<file path="config.mk">
export PLATFORM = sky130hd
export DESIGN_NAME = dsp_arbiter
export DESIGN_NICKNAME = d
export VERILOG_FILES = /design/src/rtl/dsp_arb_pkg.sv /design/src/rtl/dsp_arbiter_rr_arb2.sv /design/src/rtl/dsp_arbiter.sv
export SDC_FILE = /design/constraint.sdc
export NUM_CORES = 1
export LEC_CHECK = 0
export BUFFER_PORTS_ARGS = -buffer_cell sky130_fd_sc_hd__buf_2
export CORE_MARGIN = 3
export CORE_UTILIZATION = 45
export DETAILED_ROUTE_END_ITERATION = 12
export PLACE_DENSITY = 0.75
export SETUP_SLACK_MARGIN = 0.02
export SLEW_MARGIN = 25
export SYNTH_ARGS = -nofsm -noshare
export SYNTH_HDL_FRONTEND = slang
export SYNTH_SLANG_ARGS = --single-unit
</file>
<file path="constraint.sdc">
create_clock -name clk -period 1.9 [get_ports clk]
set_input_delay 0.285 -clock clk [delete_from_list [all_inputs] [get_ports clk]]
set_output_delay 0.285 -clock clk [all_outputs]
set_load 0.03 [all_outputs]
</file>
<file path="src/rtl/dsp_arb_pkg.sv">
// Shared state encodings, character type and timeout default for the display
// arbiter and the blocks that talk to the display terminal.
package dsp_arb_pkg;

  typedef enum logic [2:0] {
    S_IDLE = 3'b001,
    S_ACK0 = 3'b010,
    S_ACK1 = 3'b100
  } dsp_state_e;

  localparam int unsigned CHAR_W = 7;
  typedef logic [CHAR_W-1:0] char_t;

  localparam logic [15:0] TIMEOUT_CYCLES_DEF = 16'd50000;

endpackage

</file>
<file path="src/rtl/dsp_arbiter_rr_arb2.sv">
// Two-way round-robin grant, combinational: a lone requester wins, and under
// contention the requester not granted last time wins. Holds last_grant when disabled.
module rr_arb2 (
  input  logic [1:0] valid,
  input  logic       last_grant,
  input  logic       enable,
  output logic       grant
);

  always_comb begin
    grant = last_grant;
    if (enable) begin
      case (valid)
        2'b01:   grant = 1'b0;
        2'b10:   grant = 1'b1;
        default: grant = ~last_grant;
      endcase
    end
  end

endmodule

</file>
<file path="src/rtl/dsp_arbiter.sv">
// Two-requester arbiter feeding a 4-phase display handshake; dsp_rdy rises the cycle after a
// transfer, one char per handshake. Optional ack watchdog under DSP_ARB_TIMEOUT_EN.
module dsp_arbiter
  import dsp_arb_pkg::*;
#(
  parameter logic [15:0] TIMEOUT_CYCLES = TIMEOUT_CYCLES_DEF
) (
  input  logic        clk,
  input  logic        reset,
  input  logic        req0_valid,
  input  logic [6:0]  req0_data,
  output logic        req0_ready,
  input  logic        req1_valid,
  input  logic [6:0]  req1_data,
  output logic        req1_ready,
  output logic        dsp_rdy,
  input  logic        dsp_ack,
  output logic [6:0]  dsp_data,
  output logic        owner,
  output logic        busy,
  output logic        timeout_err
);

  dsp_state_e state_q, state_d;
  logic       dsp_rdy_q, dsp_rdy_d;
  char_t      dsp_data_q, dsp_data_d;
  logic       owner_q, owner_d;
  logic       last_grant_q, last_grant_d;

  logic arb_en;
  logic grant;
  logic xfer;

  // A stale acknowledge left high by the terminal must not start a new character.
  assign arb_en = (state_q == S_IDLE) && !dsp_ack && !reset;

  rr_arb2 u_rr_arb2 (
    .valid      ({req1_valid, req0_valid}),
    .last_grant (last_grant_q),
    .enable     (arb_en),
    .grant      (grant)
  );

  assign req0_ready = arb_en && !grant;
  assign req1_ready = arb_en && grant;
  assign xfer       = (req0_valid && req0_ready) || (req1_valid && req1_ready);

`ifdef DSP_ARB_TIMEOUT_EN
  logic [15:0] tmo_cnt_q, tmo_cnt_d;
  logic        timeout_err_q, timeout_err_d;
  logic        tmo_hit;

  assign tmo_hit = (tmo_cnt_q == TIMEOUT_CYCLES - 16'd1);
`endif

  always_comb begin
    state_d      = state_q;
    dsp_rdy_d    = dsp_rdy_q;
    dsp_data_d   = dsp_data_q;
    owner_d      = owner_q;
    last_grant_d = last_grant_q;
`ifdef DSP_ARB_TIMEOUT_EN
    tmo_cnt_d     = tmo_cnt_q;
    timeout_err_d = timeout_err_q;
`endif
    case (state_q)
      S_IDLE: begin
        if (xfer) begin
          dsp_data_d   = grant ? req1_data : req0_data;
          owner_d      = grant;
          last_grant_d = grant;
          dsp_rdy_d    = 1'b1;
          state_d      = S_ACK0;
`ifdef DSP_ARB_TIMEOUT_EN
          tmo_cnt_d    = '0;
`endif
        end
      end
      S_ACK0: begin
        if (dsp_ack) begin
          state_d = S_ACK1;
`ifdef DSP_ARB_TIMEOUT_EN
          tmo_cnt_d = '0;
`endif
        end
`ifdef DSP_ARB_TIMEOUT_EN
        else if (tmo_hit) begin
          state_d       = S_IDLE;
          dsp_rdy_d     = 1'b0;
          timeout_err_d = 1'b1;
        end else begin
          tmo_cnt_d = tmo_cnt_q + 16'd1;
        end
`endif
      end
      S_ACK1: begin
        if (!dsp_ack) begin
          state_d   = S_IDLE;
          dsp_rdy_d = 1'b0;
        end
`ifdef DSP_ARB_TIMEOUT_EN
        else if (tmo_hit) begin
          state_d       = S_IDLE;
          dsp_rdy_d     = 1'b0;
          timeout_err_d = 1'b1;
        end else begin
          tmo_cnt_d = tmo_cnt_q + 16'd1;
        end
`endif
      end
      default: begin
        state_d   = S_IDLE;
        dsp_rdy_d = 1'b0;
      end
    endcase
  end

  always_ff @(posedge clk) begin
    if (reset) begin
      state_q      <= S_IDLE;
      dsp_rdy_q    <= 1'b0;
      dsp_data_q   <= '0;
      owner_q      <= 1'b0;
      last_grant_q <= 1'b1;
    end else begin
      state_q      <= state_d;
      dsp_rdy_q    <= dsp_rdy_d;
      dsp_data_q   <= dsp_data_d;
      owner_q      <= owner_d;
      last_grant_q <= last_grant_d;
    end
  end

`ifdef DSP_ARB_TIMEOUT_EN
  always_ff @(posedge clk) begin
    if (reset) begin
      tmo_cnt_q     <= '0;
      timeout_err_q <= 1'b0;
    end else begin
      tmo_cnt_q     <= tmo_cnt_d;
      timeout_err_q <= timeout_err_d;
    end
  end

  assign timeout_err = timeout_err_q;
`else
  logic unused_tmo;
  assign unused_tmo  = ^TIMEOUT_CYCLES;
  assign timeout_err = 1'b0;
`endif

  assign dsp_rdy  = dsp_rdy_q;
  assign dsp_data = dsp_data_q;
  assign owner    = owner_q;
  assign busy     = (state_q != S_IDLE);

endmodule

</file>
### Word-level counts from Yosys, hierarchy flattened

Cells that the tools add are included.

* logic and storage cells: 39
* memories: 0
* flip-flop bits (word level): 13
* output and inout bits: 13
* bits in latches: 0
* bits in writable memories: 0
* bits in read-only memories: 0

* bitwise operators: 2
* reduce and logical (&&, ||, !) cells: 13
* shifts and indexed selects: 0
* order comparisons: 0
* muxes and demuxes: 10
* div/mod/pow operators: 0
* $mul: 0
* add/subtract/negate cells: 0
* equality and inequality tests: 9

Operator list (number)
* $mux W3: 3
* $pmux W3 S3: 1
* $mux W7: 1
* $logic_and A1 B1 Y1: 6
* $ne A2 B2 Y1 const B: 3
* $reduce_and A3 Y1: 2
* $eq A3 B1 Y1 const B: 1
* $eq A3 B2 Y1 const B: 1
* $eq A3 B3 Y1 const B: 1
* $logic_not A1 Y1: 3
* $mux W1: 3
* $ne A3 B1 Y1 const B: 1
* $pmux W1 S3: 1
* $eq A2 B1 Y1 const B: 1
* $eq A2 B2 Y1 const B: 1
* $not A1 Y1: 2
* $pmux W1 S2: 1
* $reduce_and A2 Y1: 1
* $logic_or A1 B1 Y1: 1

### Logic depth before layout (Yosys ltp)

Gate-level depths: netlist of the first run.

* depth after elaboration: 10
* mapped depth: 7
* mapped depth without buffers: 6

### Modules after synthesis

Synthesis of the first run repeated with hierarchy kept, for this count alone.

* cell total of the unflattened synthesis: 79
* area total of the unflattened synthesis: 789.5 sq um

By module, submodules not included
* dsp_arbiter: area an instance 743.2 sq um, cells each 73, sequential area each 260.2 sq um, times used 1
* rr_arb2: area an instance 46.3 sq um, cells each 6, sequential area each 0.0 sq um, times used 1

### Worst setup path after synthesis of the first run

No wires, ideal clock.

* kind: register to output
* start point: reg state_q[2]
* end point: out req0_ready
* arrival time: 1762 ps
* cell stages (with the launch flop): 5
* path buffers: 2
* data required time: 1615 ps
* path slack: -147 ps
* path through: dfxtp_1 buf_6 or4_1 buf_2 nor3_1

* cells in the longest elaborated chain, start to end: 6

RTL lines
* start, declared: line dsp_arbiter.sv:24 `dsp_state_e state_q, state_d;`
* start signal, assigned: line dsp_arbiter.sv:126 `state_q <= state_d;`
* $eq A3 B1 Y1 (*): line dsp_arbiter.sv:35 `assign arb_en = (state_q == S_IDLE) && !dsp_ack && !reset;`
* $logic_and A1 B1 Y1 (*) (2 in a row): line dsp_arbiter.sv:35
* $mux W1: line dsp_arbiter_rr_arb2.sv:12 `if (enable) begin`
* $logic_not A1 Y1: line dsp_arbiter.sv:44 `assign req0_ready = arb_en && !grant;`
* $logic_and A1 B1 Y1 (*): line dsp_arbiter.sv:44
* end, declared: line dsp_arbiter.sv:12 `output logic req0_ready,`

Mark *: on every way between the ends. The rest lies on a longest branch, timed or not.

### Final worst setup path of the first run

* start point: reg state_q[1]
* end point: out req0_ready

The elaborated chain is that of the path after synthesis.

==> flow_summary.ini, run 1 <==
[status]
status = complete, no violations

[job]
max-cap-violations = 0

[grt]
grt_first_pass_wirelength_mm = 2.97
grt_pass1_vias = 709
antenna_found_initial = 0
grt_max_degree = 13
grt.total_usage = 0.199
overflow = 0

[synth]
synth.distinct_cells = 32
yosysWarnings = 0
synth_cells = 82
yosys.area.top_type = dfxtp_1
ys_ff_latch = 13
syn_area_per_cell_um2 = 9.02
yosysSeqAreaShare = 0.352
synthTopCellsByArea = dfxtp_1 (35%), mux2i_1 (14%), nor2b_1 (4.2%)
yosys.area.top_type_share = 0.352
synth_flop_cell = dfxtp_1
syn_nets = 102
async_flop_share = 0
synth_edf_count = 0
synth.cell_area_um2 = 739

[routing]
post_drt_wl_per_cell_um = 13.3
vias = 740
drtPass1Iterations = 4
antenna_left = 0
wl_mm = 1.82
via_per_inst = 5.40
drc = 0
drtIter0Drc = 16

[sta]
skew_ns = 0.000678
finalCritPeriodShare = 0.951
rsz0062_at_grt = no
max_freq_mhz = 554
hold_slack_ns = 0.270
drv_slew = 0
fin_crit_ns = 1.81
hold_viol_final = 0
setup_viol = 0
tns_ns = 0

[finish]
fin_cells = 137
design_area_um2 = 1000
antennaDiodeCount = 0
area_delta_synth_final_pct = 35.5
nNetsFinal = 142
layout-drive-gt1-share = 0.438

[floorplan]
ios = 32
start_util = 0.485
die_h_um = 46.5
dieWidth_um = 46.5
die_area_um2 = 2170
row_count = 14
coreArea_um2 = 1520

[setup_path]
cp.required_ns = 1.62
crit_fanout = 3
worstSetupPathType = reg -> out
r2r_slack_ns = 0.17
critPathArrivalTime_ns = 1.52
end_kind = output pin
cp-start-kind = flop

[power_and_ir_drop]
powerDensity_nw_per_um2 = 720
power_mw = 0.722
p_leak_nw = 0.524
peakVddDrop_mv = 0.400

[clock_network]
cts_tree = yes
clock_latency_ns = 0.28
clk_pin_slew_worst_paths_ns = 0.08
root_buffer = clkbuf_4
cts_buffers = 3
holdBufCountCts = 0
clock_sinks = 13
cts_buffer_depth = 2
htreeDepth = 1

[placed_design]
post_dp_cell_area_um2 = 928
portBuffers = 30
gp_congestion = 0.805
dp_hpwl_mm = 1.38
place_inst = 130

[worst_hold_path]
hold_class = in -> reg
-- cells by family after synthesis --
family,share of synthesized area
simple gates,0.222
compound gates,0.142
flops,0.352
mux,0.176
buf+inv,0.0626
xor+xnor,0.0237
fa+ha+maj,0.0169
other cells,0.00507
-- stage by stage --
| step | utilization | worst slack [ns] |
|---|---|---|
| 2_1_floorplan | - | 0.0740 |
| 3_3_place_gp | 0.609 | 0.0415 |
| 6_report | 0.658 | 0.0934 |
| 4_1_cts | 0.649 | 0.0337 |
| 5_1_grt | 0.658 | 0.0244 |
| 3_5_place_dp | 0.609 | 0.00429 |
-- where the power goes --
part	leakage (nW)	switching, mW	internal [mW]
sequential	0.106	0.0152	0.295
combinational	0.402	0.130	0.105
clock	0.0150	0.0954	0.0817
-- flip-flops by register name, summed over array words and instances, names as in the netlist --
signal,count
owner,1
state_q,3
dsp_data,7
dsp_rdy,1
last_grant_q,1
-- routing by layer --
metal  track usage  share of wire  routed length [µm]  vias up
met5             0              0                   0        -
met4         0.119          0.025                  46        0
met3        0.0547          0.071                 129        5
met2         0.335           0.48                 876       26
met1         0.219           0.42                 770      340
li1              -              -                   -      369
-- path summary, 6_finish.rpt --
path	start	endpoint	cells past startpoint
worst min register to register	dsp_data[4]	dsp_data[4]	2
worst max register to register	state_q[1]	dsp_data[0]	6
worst max-delay path	state_q[1]	req0_ready	4
worst min-delay path	req1_data[6]	dsp_data[6]	3
-- repair_timing --
action,in CTS,in global routing
buffers inserted,2,1
endpoints found under the hold margin,0,0
setup endpoints to repair,2,2
gates resized for setup,8,1
gates cloned,0,0
pin swaps,2,1
-- worst max-delay path, cell delays in order (launching register included) --
cell and delay, ns:
dfxtp_4 0.34, nand2b_4 0.13, or4_4 0.47, nor3_2 0.12, buf_4 0.17
-- synthesized netlist by cell type, drive strengths merged, types with 3 or more instances --
cell type / number
dfxtp: 13
mux2i: 10
nand2: 6
a21oi: 5
buf: 5
nor2: 5
nor2b: 5
o21ai: 5
nand2b: 3
nand3: 3
-- cells in the final DEF (no fill, tap or decap), types with 2 or more instances in the layout --
| master | count |
|---|---|
| buf_2 | 28 |
| dfxtp_1 | 11 |
| buf_4 | 11 |
| mux2i_1 | 10 |
| nand2_1 | 6 |
| nor2b_1 | 5 |
| o21ai_0 | 5 |
| a21oi_1 | 5 |
| nor2_1 | 4 |
| nand3_1 | 3 |
| clkbuf_4 | 3 |
| inv_1 | 2 |
| xnor2_1 | 2 |
| nand2b_1 | 2 |
| mux2_4 | 2 |
-- final cells by class --
cell class	count	area, µm²
Tap cell	16	20.0
Clock buffer	4	26.3
Inverter	2	7.51
Sequential cell	13	265
Fill cell	131	522
Timing Repair Buffer	40	234
Multi-Input combinational cell	62	449
Note: power is estimated with default switching activity, not from simulation.
==> run 2: changes to the inputs <==
--- a/config.mk
+++ b/config.mk
@@ -9,5 +9,6 @@
 export CORE_MARGIN = 3
-export CORE_UTILIZATION = 45
+export CORE_UTILIZATION = 48
+export CTS_BUF_LIST = sky130_fd_sc_hd__clkbuf_4 sky130_fd_sc_hd__clkbuf_8
 export DETAILED_ROUTE_END_ITERATION = 12
-export PLACE_DENSITY = 0.75
+export PLACE_DENSITY = 0.8
 export SETUP_SLACK_MARGIN = 0.02
--- a/constraint.sdc
+++ b/constraint.sdc
@@ -3,2 +3,2 @@
 set_output_delay 0.285 -clock clk [all_outputs]
-set_load 0.03 [all_outputs]
+set_load 0.1 [all_outputs]
==> run 2 against run 1 <==
  * The flow now finishes with violations (setup timing)
  * Global-route usage shrank 0.72 points
  * Maximum frequency shrank 5.5%
  * Non-clock buffer count shrank 3
  * Total power grew 18%
  * Highest routed layer unchanged
==> flow_summary.ini, run 2 (synthesized netlist as in run 1, its figures left out) <==
[status]
status = complete, but fails checks
violations = setup timing

[grt]
grt_max_degree = 13
grt_pass1_vias = 677
grt.total_usage = 0.192
overflow = 0
antenna_found_initial = 0
grt_first_pass_wirelength_mm = 2.84

[sta]
fin_ws_ns = -0.0122
finalCritPeriodShare = 1.01
hold_slack_ns = 0.277
rsz0062_at_grt = yes
drv_slew = 0
hold_viol_final = 0
skew_ns = 0.00150
max_freq_mhz = 523
tns_ns = -0.0122
fin_crit_ns = 1.91
setup_viol = 1

[clock_network]
clock_latency_ns = 0.27
cts_buffers = 3
cts_setup_buffers = 0
cts_tree = yes
clock_sinks = 13
holdBufCountCts = 0
cts_buffer_depth = 2
cts-resized-gates = 0
clk_pin_slew_worst_paths_ns = 0.08
htreeDepth = 1
root_buffer = clkbuf_4

[routing]
via_per_inst = 5.30
drtIter0Drc = 15
antenna_left = 0
drtPass1Iterations = 4
vias = 705
drc = 0
post_drt_wl_per_cell_um = 13.2
wl_mm = 1.76

[placed_design]
place_ws_ns = 0.0372
dp_hpwl_mm = 1.40
gp_congestion = 0.813
portBuffers = 30

[power_and_ir_drop]
peakVddDrop_mv = 0.647
p_leak_nw = 0.517
powerDensity_nw_per_um2 = 841
power_mw = 0.853

[floorplan]
coreArea_um2 = 1370
row_count = 13
ios = 32
start_util = 0.541
die_h_um = 45.3
die_area_um2 = 2050
dieWidth_um = 45.3

[setup_path]
end_kind = output pin
crit_fanout = 6
worst_path_max_delay_cell = or4_4
cp-start-kind = flop
worstSetupPathType = reg -> out
critPathArrivalTime_ns = 1.63
path_cells = nand2b_4 -> or4_4 -> nor3_4 -> buf_12
cp.required_ns = 1.62
cpPeakStageDelay_ns = 0.49

[finish]
antennaDiodeCount = 0
final_common_cell = buf_2
nNetsFinal = 139
layout-drive-gt1-share = 0.458
final_cell_mix = buf_2 (28), dfxtp_1 (11), mux2i_1 (10)
largest_reg_flops = 7
area_delta_synth_final_pct = 37.2

[job]
max-cap-violations = 0

[worst_hold_path]
hold_class = in -> reg
==> run 2: cell type report <==
type                            instances  area [µm²]
Inverter                                2        7.51
Clock buffer                            4        30.0
Tap cell                               15        18.8
Timing Repair Buffer                   37         233
Multi-Input combinational cell         62         463
Fill cell                             110         352
Sequential cell                        13         263
==> run 2: worst max-delay path: cells and delay by family (launching register included) <==
family	cells	cell delay, ns
AND/OR/NAND/NOR	3	0.81
buffers and inverters	1	0.20
flip-flops	1	0.35
==> run 2: power by group <==
group	total [mW]	internal (mW)	leakage [nW]	switching, mW
combinational	0.356	0.111	0.392	0.245
clock	0.185	0.0955	0.0184	0.0896
sequential	0.312	0.295	0.106	0.0170
total	0.853	0.502	0.517	0.352
==> run 2: path summary, 6_finish.rpt <==
path	cells after the start	end	startpoint	slack, ns
worst max-delay path	4	req0_ready	state_q[1]	-0.01
worst min register to register	2	dsp_data[6]	dsp_data[6]	0.46
worst min-delay path	3	last_grant_q	req1_valid	0.28
worst max register to register	4	dsp_data[1]	state_q[1]	0.27
==> run 2: per-stage QoR <==
stage               cells  cell area [µm²]   util
floorplan              82              778      -
global placement      129              985  0.721
detailed placement    129              985  0.721
CTS                   133             1010  0.743
global route          133             1010  0.743
finish                133             1010  0.743
==> run 2: routing by layer <==
metal | part of all wire | vias to the layer above | GRT usage
met5 | 0 | - | 0
met2 | 0.47 | 21 | 0.319
li1 | - | 360 | -
met3 | 0.058 | 2 | 0.0239
met4 | 0.0074 | 0 | 0.0702
met1 | 0.46 | 322 | 0.252
==> run 3: changes to the inputs <==
ABC_AREA = 1   (was not set)
CORE_MARGIN = not set   (was 3)
==> run 3 against run 2 <==
  * The run now ends clean
  * Global-route usage grew 4.1 points
  * Worst setup slack gained 0.12 ns
  * Critical path depth rose by 3
  * Critical path type is now in -> out
  * Critical endpoint unchanged
  * Largest power group unchanged
==> flow_summary.ini, run 3 <==
[finish]
final_cell_mix = buf_2 (28), nand2_1 (17), nor2_1 (15)
design_area_um2 = 963
final_common_cell = buf_2
n_fill_cell = 118
layout-drive-gt1-share = 0.391
largest_reg_flops = 7
nNetsFinal = 154
area_delta_synth_final_pct = 29.8
antennaDiodeCount = 0

[routing]
drtPass1Iterations = 3
post_drt_wl_per_cell_um = 11.2
antenna_left = 0
wl_met1_um = 695
top_layer = met4
drc = 0
drtIter0Drc = 11
wl_mm = 1.65
met3_length_um = 53
via_per_inst = 4.99
vias = 738
dr_wl_met2_um = 897

[floorplan]
row_count = 13
ios = 32
coreArea_um2 = 1370
start_util = 0.543
die_area_um2 = 1710
dieWidth_um = 41.3
die_h_um = 41.3

[synth]
syn_nets = 120
ys_ff_latch = 13
synthTopCellsByArea = dfxtp_1 (35%), nand2_1 (8.6%), nand3_1 (8.1%)
synth_cells = 100
yosys-top-cells-count = nand2_1 (17), nor2_1 (16), dfxtp_1 (13)
yosysWarnings = 0
synth_flop_cell = dfxtp_1
synth_edf_count = 0
yosysSeqAreaShare = 0.351
synth.distinct_cells = 22
async_flop_share = 0
yosys.area.top_type = dfxtp_1
synth.cell_area_um2 = 742
yosys.cell_count.top_type = nand2_1
yosys.area.top_type_share = 0.351
syn_area_per_cell_um2 = 7.42

[sta]
setup_viol = 0
rsz0062_at_grt = no
max_freq_mhz = 558
skew_ns = 0.00172
finalCritPeriodShare = 0.943
tns_ns = 0
drv_slew = 0
hold_viol_final = 0
fin_crit_ns = 1.79

[setup_path]
crit_fanout = 9
worstSetupPathType = in -> out
cp-start-kind = input pin
end_kind = output pin
cpPeakStageDelay_ns = 0.32
cp.required_ns = 1.62
path_delay_family = buffers and inverters
critPathArrivalTime_ns = 1.51
worst_path_max_delay_cell = ha_1
path_buf_inv = 4
path_cells = buf_2 -> inv_1 -> ha_1 -> o21ai_2 -> nand2_4 -> clkinvlp_4 -> buf_12

[job]
max-cap-violations = 0

[clock_network]
cts_buffer_depth = 2
clk_pin_slew_worst_paths_ns = 0.07
root_buffer = clkbuf_4
clock_latency_ns = 0.26
cts_setup_buffers = 0
cts-resized-gates = 0
cts_buffers = 3
cts_tree = yes
holdBufCountCts = 0
clock_sinks = 13
htreeDepth = 1

[grt]
overflow = 0
grt_pass1_vias = 657
grt_max_degree = 12
grt_first_pass_wirelength_mm = 2.66
grt.total_usage = 0.233
antenna_found_initial = 0

[placed_design]
dp_hpwl_mm = 1.35
post_dp_cell_area_um2 = 933
portBuffers = 30
gp_congestion = 0.732

[power_and_ir_drop]
power_mw = 0.856
p_leak_nw = 0.514
peakVddDrop_mv = 0.495
powerDensity_nw_per_um2 = 889

[status]
status = complete, no violations

[worst_hold_path]
hold_class = in -> reg
## run 3: per-layer routing
layer	up-vias	GRT usage
met5	-	0
met4	0	0.0484
met3	2	0.0319
met2	17	0.445
met1	332	0.272
li1	387	-
## run 3: path summary, 6_finish.rpt
path         startpoint           to  slack, ns  cells past startpoint
min               reset   state_q[2]       0.22                      2
max reg2reg  state_q[1]  dsp_data[3]       0.59                     10
min reg2reg     dsp_rdy      dsp_rdy       0.45                      2
max          req0_valid   req0_ready       0.11                      7
## run 3: through the flow
stage,cells,hold WS [ns],setup WS (ns),utilization
after floorplan,100,0.354,0.106,-
after global placement,144,0.432,0.170,0.683
after detailed placement,144,0.436,0.111,0.683
after CTS,148,0.212,0.106,0.705
after global routing,148,0.204,0.0290,0.705
final,148,0.215,0.109,0.705
## run 3: cell families (layout without fill, tap and decap cells)
logic type,after synthesis,count (layout),share of synthesized area
AO/OA/AOI/OAI,13,13,0.0961
adder cells (fa/ha/maj),1,1,0.0169
buffers and inverters,16,49,0.110
flip-flops,13,13,0.351
other,1,1,0.00505
AND/OR/NAND/NOR,56,56,0.422
## run 3: report_power, final
part / internal (mW) / switching (mW)
registers: 0.294 / 0.0116
clock network: 0.0953 / 0.0801
logic: 0.0887 / 0.286
## run 3: area by class of cell
cell class,instances,area [µm²],share of cell area
timing repair buffer,31,188,0.195
clock buffer,4,30.0,0.0312
tap,15,18.8,0.0195
multi-input combinational,71,408,0.423
sequential,13,260,0.270
inverter,14,58.8,0.0610
